**src/rtl/matrix_pkg.sv**
```systemverilog
// Shared types and helpers for the matrix multiplier datapath blocks.
package matrix_pkg;

  localparam int unsigned DefaultW = 32;
  localparam int unsigned IdxMaxW  = 8;

  function automatic int unsigned idx_width(input int unsigned n);
    return (n < 2) ? 1 : $clog2(n);
  endfunction

  typedef enum logic [1:0] {
    StCollect,
    StDrain,
    StDone
  } state_e;

  typedef struct packed {
    logic [IdxMaxW-1:0] i;
    logic [IdxMaxW-1:0] j;
  } idx_pair_t;

endpackage

```
**src/rtl/matrix_index_counter.sv**
```systemverilog
// 2-D wrapping (i,j) counter; col_major makes i the inner index.
module matrix_index_counter
  import matrix_pkg::*;
#(
  parameter int unsigned N     = 4,
  parameter int unsigned IDX_W = idx_width(N)
) (
  input  logic             clk,
  input  logic             rst,
  input  logic             clear,
  input  logic             advance,
  input  logic             col_major,
  output logic [IDX_W-1:0] i,
  output logic [IDX_W-1:0] j,
  output logic             last
);

  localparam logic [IDX_W-1:0] Max = IDX_W'(N - 1);

  logic [IDX_W-1:0] i_q, i_d, j_q, j_d;

  always_comb begin
    i_d = i_q;
    j_d = j_q;
    if (clear) begin
      i_d = '0;
      j_d = '0;
    end else if (advance) begin
      if (col_major) begin
        if (i_q == Max) begin
          i_d = '0;
          j_d = (j_q == Max) ? '0 : j_q + IDX_W'(1);
        end else begin
          i_d = i_q + IDX_W'(1);
        end
      end else begin
        if (j_q == Max) begin
          j_d = '0;
          i_d = (i_q == Max) ? '0 : i_q + IDX_W'(1);
        end else begin
          j_d = j_q + IDX_W'(1);
        end
      end
    end
  end

  always_ff @(posedge clk or posedge rst) begin
    if (rst) begin
      i_q <= '0;
      j_q <= '0;
    end else begin
      i_q <= i_d;
      j_q <= j_d;
    end
  end

  assign i    = i_q;
  assign j    = j_q;
  assign last = (i_q == Max) && (j_q == Max);

endmodule

```
**src/rtl/result_matrix_collector.sv**
```systemverilog
// Collects multiplier results into an NxN buffer, then drains it as a stream.
// Define COLLECTOR_TRANSPOSE_EN for column-major drain order.
module result_matrix_collector
  import matrix_pkg::*;
#(
  parameter int unsigned N     = 4,
  parameter int unsigned W     = DefaultW,
  parameter int unsigned IDX_W = idx_width(N)
) (
  input  logic             clk,
  input  logic             rst,
  input  logic             clear,
  input  logic             z_stb,
  input  logic [W-1:0]     z_out,
  input  logic [IDX_W-1:0] z_i,
  input  logic [IDX_W-1:0] z_j,
  output logic             z_ack,
  output logic [W-1:0]     current_element,
  input  logic             mult_done,
  output logic             out_valid,
  input  logic             out_ready,
  output logic [W-1:0]     out_data,
  output logic [IDX_W-1:0] out_i,
  output logic [IDX_W-1:0] out_j,
  output logic             out_last,
  output logic             done,
  output logic             incomplete,
  output logic             late_write
);

`ifdef COLLECTOR_TRANSPOSE_EN
  localparam logic ColMajor = 1'b1;
`else
  localparam logic ColMajor = 1'b0;
`endif

  logic [W-1:0] mem [N][N];
  logic [N-1:0][N-1:0] written_q, written_d;

  state_e state_q, state_d;
  logic z_ack_q, z_ack_d;
  logic out_valid_q, out_valid_d;
  logic [W-1:0] out_data_q, out_data_d;
  logic [IDX_W-1:0] out_i_q, out_i_d, out_j_q, out_j_d;
  logic out_last_q, out_last_d;
  logic done_q, done_d;
  logic incomplete_q, incomplete_d;
  logic late_write_q, late_write_d;

  logic [IDX_W-1:0] cnt_i, cnt_j;
  logic cnt_last;
  logic [W-1:0] rd_data;
  logic accept, go_drain, beat, load;

  assign accept   = !clear && (state_q == StCollect) && z_stb && !z_ack_q;
  assign go_drain = !clear && (state_q == StCollect) && mult_done && !accept;
  assign beat     = (state_q == StDrain) && out_valid_q && out_ready;
  // The counter always points one element ahead of the output register.
  assign load     = go_drain || (!clear && beat && !out_last_q);

  matrix_index_counter #(
    .N     (N),
    .IDX_W (IDX_W)
  ) u_drain_cnt (
    .clk       (clk),
    .rst       (rst),
    .clear     (clear),
    .advance   (load),
    .col_major (ColMajor),
    .i         (cnt_i),
    .j         (cnt_j),
    .last      (cnt_last)
  );

  assign rd_data         = written_q[cnt_i][cnt_j] ? mem[cnt_i][cnt_j] : '0;
  assign current_element = written_q[z_i][z_j] ? mem[z_i][z_j] : '0;

  // Buffer is intentionally unreset; the written bitmap masks stale contents.
  always_ff @(posedge clk) begin
    if (accept) mem[z_i][z_j] <= z_out;
  end

  always_comb begin
    state_d      = state_q;
    written_d    = written_q;
    z_ack_d      = 1'b0;
    out_valid_d  = out_valid_q;
    out_data_d   = out_data_q;
    out_i_d      = out_i_q;
    out_j_d      = out_j_q;
    out_last_d   = out_last_q;
    done_d       = done_q;
    incomplete_d = incomplete_q;
    late_write_d = late_write_q;

    if (clear) begin
      state_d      = StCollect;
      written_d    = '0;
      out_valid_d  = 1'b0;
      out_last_d   = 1'b0;
      done_d       = 1'b0;
      incomplete_d = 1'b0;
      late_write_d = 1'b0;
    end else begin
      case (state_q)
        StCollect: begin
          if (accept) begin
            written_d[z_i][z_j] = 1'b1;
            z_ack_d             = 1'b1;
          end else if (mult_done) begin
            state_d      = StDrain;
            incomplete_d = ~&written_q;
          end
        end
        StDrain: begin
          if (z_stb) late_write_d = 1'b1;
          if (beat && out_last_q) begin
            state_d     = StDone;
            out_valid_d = 1'b0;
            out_last_d  = 1'b0;
            done_d      = 1'b1;
          end
        end
        StDone: begin
          if (z_stb) late_write_d = 1'b1;
        end
        default: state_d = StCollect;
      endcase

      if (load) begin
        out_valid_d = 1'b1;
        out_data_d  = rd_data;
        out_i_d     = cnt_i;
        out_j_d     = cnt_j;
        out_last_d  = cnt_last;
      end
    end
  end

  always_ff @(posedge clk or posedge rst) begin
    if (rst) begin
      state_q      <= StCollect;
      written_q    <= '0;
      z_ack_q      <= 1'b0;
      out_valid_q  <= 1'b0;
      out_data_q   <= '0;
      out_i_q      <= '0;
      out_j_q      <= '0;
      out_last_q   <= 1'b0;
      done_q       <= 1'b0;
      incomplete_q <= 1'b0;
      late_write_q <= 1'b0;
    end else begin
      state_q      <= state_d;
      written_q    <= written_d;
      z_ack_q      <= z_ack_d;
      out_valid_q  <= out_valid_d;
      out_data_q   <= out_data_d;
      out_i_q      <= out_i_d;
      out_j_q      <= out_j_d;
      out_last_q   <= out_last_d;
      done_q       <= done_d;
      incomplete_q <= incomplete_d;
      late_write_q <= late_write_d;
    end
  end

  assign z_ack      = z_ack_q;
  assign out_valid  = out_valid_q;
  assign out_data   = out_data_q;
  assign out_i      = out_i_q;
  assign out_j      = out_j_q;
  assign out_last   = out_last_q;
  assign done       = done_q;
  assign incomplete = incomplete_q;
  assign late_write = late_write_q;

endmodule

```
**config.mk**
```make
export PLATFORM = sky130hd
export DESIGN_NAME = result_matrix_collector
export DESIGN_NICKNAME = d
export VERILOG_FILES = /design/src/rtl/matrix_pkg.sv /design/src/rtl/matrix_index_counter.sv /design/src/rtl/result_matrix_collector.sv
export SDC_FILE = /design/constraint.sdc
export NUM_CORES = 1
export LEC_CHECK = 0
export ABC_CLOCK_PERIOD_IN_PS = 6550
export BUFFER_PORTS_ARGS = -buffer_cell sky130_fd_sc_hd__buf_2
export CORE_MARGIN = 8
export CORE_UTILIZATION = 30
export DETAILED_ROUTE_END_ITERATION = 8
export GPL_ROUTABILITY_DRIVEN = 0
export GPL_TIMING_DRIVEN = 0
export PLACE_DENSITY_LB_ADDON = 0.08
export SLEW_MARGIN = 10
export SYNTH_ARGS = -nofsm -noshare
export SYNTH_HDL_FRONTEND = slang
export SYNTH_HIERARCHICAL = 1
export SYNTH_SLANG_ARGS = --single-unit
```
**constraint.sdc**
```tcl
create_clock -name clk -period 6.55 [get_ports clk]
set_input_delay 1.31 -clock clk [delete_from_list [all_inputs] [get_ports clk]]
set_output_delay 1.31 -clock clk [all_outputs]
set_load 0.005 [all_outputs]
```
[After elaboration in Yosys (flattened, before gate mapping)]
Memories as Yosys holds them, arrays and structs flattened.
Index checks and enable logic that the tools add are counted.
Storage, ports and cells
  register bits after elaboration: 64
  RAM bits: 512
  bits of input ports: 42
  output and inout bits: 74
  word-level logic and storage cells: 140
  memories: 1
Memory list
  mem: words 4, width 128, rd ports 2, clocked after Yosys merged registers in 0, wr ports 1, line result_matrix_collector.sv:37  | logic [W-1:0] mem [N][N];
Operators by class
  $add $sub $neg: 2
  magnitude comparators: 9
  equal/unequal tests: 9
  muxes and demuxes: 57
  bitwise gates (word level): 4
  reductions and logical operators: 42
Operators by type and width (number)
  $mux W32: 7
  $bmux W32 S2: 2
  $mux W128: 1
  $demux W32 S2: 1
  $mux W16: 3
  $mux W1: 22
  $mux W2: 11
  $reduce_bool A2 Y1: 9
  $bmux W4 S2: 2
  $or A16 B16 Y16: 1
  $reduce_and A16 Y1: 1
  $logic_and A1 B1 Y1: 14
  $lt A2 B3 Y1 const B: 4
  $mux W4: 3
  $reduce_and A2 Y1: 6
  $demux W4 S2: 1
  $eq A2 B2 Y1 const B: 3
  $ge A3 B3 Y1 const B: 2
  $ne A3 B3 Y1 const B: 2
  $not A2 Y3: 2
  $pmux W2 S3: 1
  $reduce_bool A3 Y1: 2
  $logic_not A1 Y1: 5
  $add A2 B1 Y2 const B: 2
  13 further kinds: 16

[Logic depth before layout (Yosys ltp)]
  depth after elaboration: 10
  mapped depth: 11

[Hierarchy]
The synthesis kept the hierarchy.
Modules (own cells, without submodules)
  result_matrix_collector: times used 1, cells each 1288, area an instance 26183.9 µm²
  matrix_index_counter: times used 1, cells each 25, area an instance 232.7 µm²

[Least setup slack after synthesis]
OpenSTA, ideal clock, no wires.
  path kind: in2reg
  start point: input z_j[1]
  end point: memory mem[0][0] (netlist name), enable pin
  library setup time: 505 ps
  arrival time: 5098 ps
  required time: 6045 ps
  path slack: 948 ps
  stages: 4
  path through: buf_2 > buf_2 > nand2_1 > nor4_1
Between the ends
  word-level cells in the longest chain between the ends: 6
  elaborated cells on any way between the ends: 7
  those cells by class: order compare: 2; mux: 3; bitwise: 1; reduce/logical: 1
Ends and longest elaborated chain
  from (decl): line result_matrix_collector.sv:16  | input logic [IDX_W-1:0] z_j,
  $not A2 Y3 (not written as such) *: line result_matrix_collector.sv:80  | if (accept) mem[z_i][z_j] <= z_out;
  $ge A3 B3 Y1 (not written as such) or $lt A3 B1 Y1 (tied branches): line result_matrix_collector.sv:80
  $logic_and A1 B1 Y1 (not written as such): line result_matrix_collector.sv:80
  $mux W32 (not written as such): line result_matrix_collector.sv:80
  $demux W32 S2 *: line result_matrix_collector.sv:80
  $mux W128 (not written as such) *: line result_matrix_collector.sv:80
  to (decl): line result_matrix_collector.sv:37
Mark *: on every way between the ends. The rest lies on a longest branch, timed or not.

[Worst setup path after layout]
  start point: input z_i[1]
  end point: output current_element[19]
Between the ends
  word-level cells in the longest chain between the ends: 5
  elaborated cells on any way between the ends: 9
  those cells by class: mux: 8; memory: 1
Ends and longest elaborated chain
  from (decl): line result_matrix_collector.sv:15  | input logic [IDX_W-1:0] z_i,
  $mem_v2 Z4 W128 or $bmux W4 S2 (tied branches)
  $bmux W32 S2 or $mux W4 (tied branches): line result_matrix_collector.sv:76  | assign current_element = written_q[z_i][z_j] ? mem[z_i][z_j] : '0;
  $mux W32 (not written as such) or $bmux W1 S2 (tied branches): line result_matrix_collector.sv:76
  $mux W32 (not written as such) or $mux W1 (tied branches): line result_matrix_collector.sv:76
  $mux W32 *: line result_matrix_collector.sv:76
  to (decl): line result_matrix_collector.sv:18  | output logic [W-1:0] current_element,
Mark *: on every way between the ends. The rest lies on a longest branch, timed or not. The select of a mux whose other input is x is not followed.

==> run_results.csv <==
group,metric,value,unit
setup_path,reg2reg_to,"u_drain_cnt/i[1]$_DFFE_PP0P_",
job,cap_viol_max_count,0,
setup_path,r2r_slack,2.69,ns
logic_synthesis,syn_inst,1313,
detailed_routing,vias,15100,
setup_path,worstRegToRegCells,12,
floorplanning,ios,116,
min_path,holdCritPathClass,"reg -> reg",
logic_synthesis,syn_area,26400,um2
sta,hold_viol_final,0,
logic_synthesis,synth.yosys.seq_area_share,64.3,%
setup_path,worstSetupStartpointType,"primary input",
floorplanning,die-area,97800,um2
detailed_routing,ant_nets,0,
layout,syn_to_final_growth,19.5,%
sta,worst_pin_slew,1.21,ns
min_path,min_to,"late_write$_DFFE_PP0P_",
logic_synthesis,syn_area_per_cell,20.1,um2
clock_network,cts_setup_buffers,0,
sta,finalCritPeriodShare,84.1,%
power_and_ir_drop,vdd_drop_max,0.145,mV
detailed_routing,wl,92100,um
power_and_ir_drop,power_density,271,nW/um2
global_routing,antenna_found_initial,6,
detailed_routing,viasPerCell,5.45,
detailed_routing,wl_per_cell,33.2,um
logic_synthesis,ys.flop_type,"edfxtp_1",
sta,fmax,182,MHz
sta,hold_slack,0.489,ns
sta,slew_headroom,19.5,%
min_path,min_path_cells,2,
layout,fin_nets,1602,
detailed_routing,drc,0,
setup_path,path_class,"in -> out",
clock_network,path_clk_slew,0.05,ns
clock_network,cts_root_buffer,"clkbuf_16",
clock_network,max-clock-path-buffers,3,
power_and_ir_drop,power_leakage,0.0104,uW
sta,layout_setup_ws,1.04,ns
layout,fin_util,35.9,%
sta,rsz0062_at_grt,"no",
floorplanning,die_h,313,um
global_routing,grt_max_degree,39,
clock_network,cts_buffers,70,
placed_design,place_ws,1.08,ns
setup_path,cp_max_fo,10,
sta,final-setup-viol-count,0,
sta,clock-skew-final,0.0265,ns
logic_synthesis,ys_warn_count,6,
sta,min_period,5.51,ns
clock_network,cts_tree,"done",
layout,drive_above_1_share,37.2,%
outcome,status,"completed",
setup_path,cp.arrival,4.20,ns
global_routing,grt_pass1_vias,16100,
clock_network,cts_sinks,576,
floorplanning,rows,109,
min_path,hold_path.startpoint,"late_write$_DFFE_PP0P_",
floorplanning,start_util,30.1,%
clock_network,htree_levels,3,
global_routing,gr-total-overflow,0,
setup_path,worstPathRequired,5.24,ns
floorplanning,coreArea,87800,um2
clock_network,cts_resized,0,
logic_synthesis,synth_cell_type_count,39,
floorplanning,die_w,313,um
logic_synthesis,ys_seq_elements,576,
sta,maxSlewViolCount,0,
sta,timing.setup.tns,0,ns
placed_design,dp_hpwl,62400,um
placed_design,portBuffers,112,
global_routing,grt_pass1_wl,129000,um
clock_network,ctsHoldBuffers,0,
detailed_routing,drt_iter0_drc,1487,
global_routing,grtUsageTotal,18.6,%
detailed_routing,dr.pass1.iters,5,
setup_path,end_kind,"output pin",
setup_path,regToRegStartpoint,"state_q[1]$_DFFE_PP0P_",
clock_network,clock_latency,0.61,ns
logic_synthesis,synthArstFlopShare,11.1,%
logic_synthesis,synth-edff-count,512,
setup_path,worstSetupStartpoint,"z_i[1]",
## metal layers
metal	up-vias	global-route usage [%]	share of wire, %
met5	-	0	0.012
met4	2	5.27	2.3
met3	102	4.35	7.1
met2	551	29.8	48
met1	8323	25.4	43
li1	6164	-	-
## how the worst max path moves through the flow
stage                      endpoint  slack [ns]
6_report        current_element[19]        1.04
5_1_grt         current_element[19]        1.00
4_1_cts         current_element[19]        1.07
3_5_place_dp    current_element[19]        1.08
3_3_place_gp   mem[0][14]$_DFFE_PP_       -6.17
2_1_floorplan   mem[0][0]$_DFFE_PP_        0.95
## final cells by class
type | count | area [um2]
multi-input combinational | 620 | 8940
fill | 8236 | 56300
tap | 1165 | 1460
buffer | 109 | 574
clock buffer | 98 | 1970
clock inverter | 28 | 229
inverter | 10 | 40.0
sequential | 576 | 17000
antenna | 3 | 7.51
timing repair buffer | 168 | 1360
## flip-flops by register name, summed over array words and instances, names as in the netlist
signal,flops
done,1
incomplete,1
late_write,1
mem,512
out_data,32
out_i,2
out_j,2
out_last,1
out_valid,1
state_q,2
u_drain_cnt/i,2
u_drain_cnt/j,2
written_q,16
z_ack,1
## synth_stat cells (all sizes together), types with 2 or more instances
| library cell | number | area [um2] |
|---|---|---|
| nor3 | 6 | 30.0 |
| nand4 | 4 | 25.0 |
| and2 | 2 | 12.5 |
| a21oi | 18 | 93.8 |
| o31ai | 32 | 240 |
| nand2 | 4 | 15.0 |
| a22o | 64 | 561 |
| clkbuf | 61 | 229 |
| mux2 | 6 | 67.6 |
| mux2i | 7 | 70.1 |
| buf | 48 | 345 |
| inv | 10 | 37.5 |
| nor2 | 67 | 251 |
| dfrtp | 64 | 1600 |
| nor2b | 38 | 238 |
| a221oi | 2 | 17.5 |
| nand3 | 7 | 35.0 |
| o21ai | 38 | 194 |
| or3 | 2 | 12.5 |
| a31oi | 3 | 18.8 |
| nor3b | 2 | 15.0 |
| mux4 | 296 | 6770 |
| and3 | 2 | 12.5 |
| ha | 5 | 62.6 |
| nand2b | 6 | 37.5 |
| edfxtp | 512 | 15400 |
## placed cells by master, fill, tap and decap left out, types with 3 or more instances in the layout
cell and instances:
conb_1 3, clkbuf_16 74, mux2i_1 7, a22o_1 64, buf_12 16, nand2_1 4
o31ai_1 32, buf_4 24, a21oi_1 17, clkinv_2 8, nor2_1 56, buf_1 7
bufinv_16 3, inv_1 9, clkbuf_1 82, mux4_1 27, nand3_1 7, dfrtp_1 64
o21ai_0 37, clkinv_1 11, clkbuf_8 3, buf_16 9, nand2b_1 6, ha_1 5
diode_2 3, nand4_1 4, nor2b_1 38, a31oi_1 3, nor2_4 11, edfxtp_1 512
nor3_2 4, mux4_2 269, mux2_2 6, buf_2 139, buf_6 21
## logic make-up after synthesis
logic type      share of synthesized area (%)
flops                                    64.3
fa+ha+maj                               0.237
simple gates                             2.74
buf+inv                                  2.32
mux                                      26.1
compound gates                           4.29
other cells                            0.0142
## power breakdown
part | total, uW | switching [uW] | internal (uW)
combinational | 698 | 423 | 276
sequential | 4070 | 19.4 | 4050
clock | 3790 | 1570 | 2220
## stage by stage
stage / power, uW / std cells / area [um2]
global placement: 4830 / 2592 / 28400
finish: 8560 / 2777 / 31600
CTS: 8660 / 2774 / 31600
detailed placement: 4850 / 2648 / 29400
global route: 8820 / 2775 / 31600
floorplan: 4530 / 1315 / 26400
## worst max-delay path: stages
cell	delay, ns
buf_2	0.19
buf_2	0.39
clkbuf_1	0.91
mux4_1	0.46
mux4_2	0.56
nor2b_1	0.18
buf_2	0.19
Note: power is estimated with default switching activity, not from simulation.
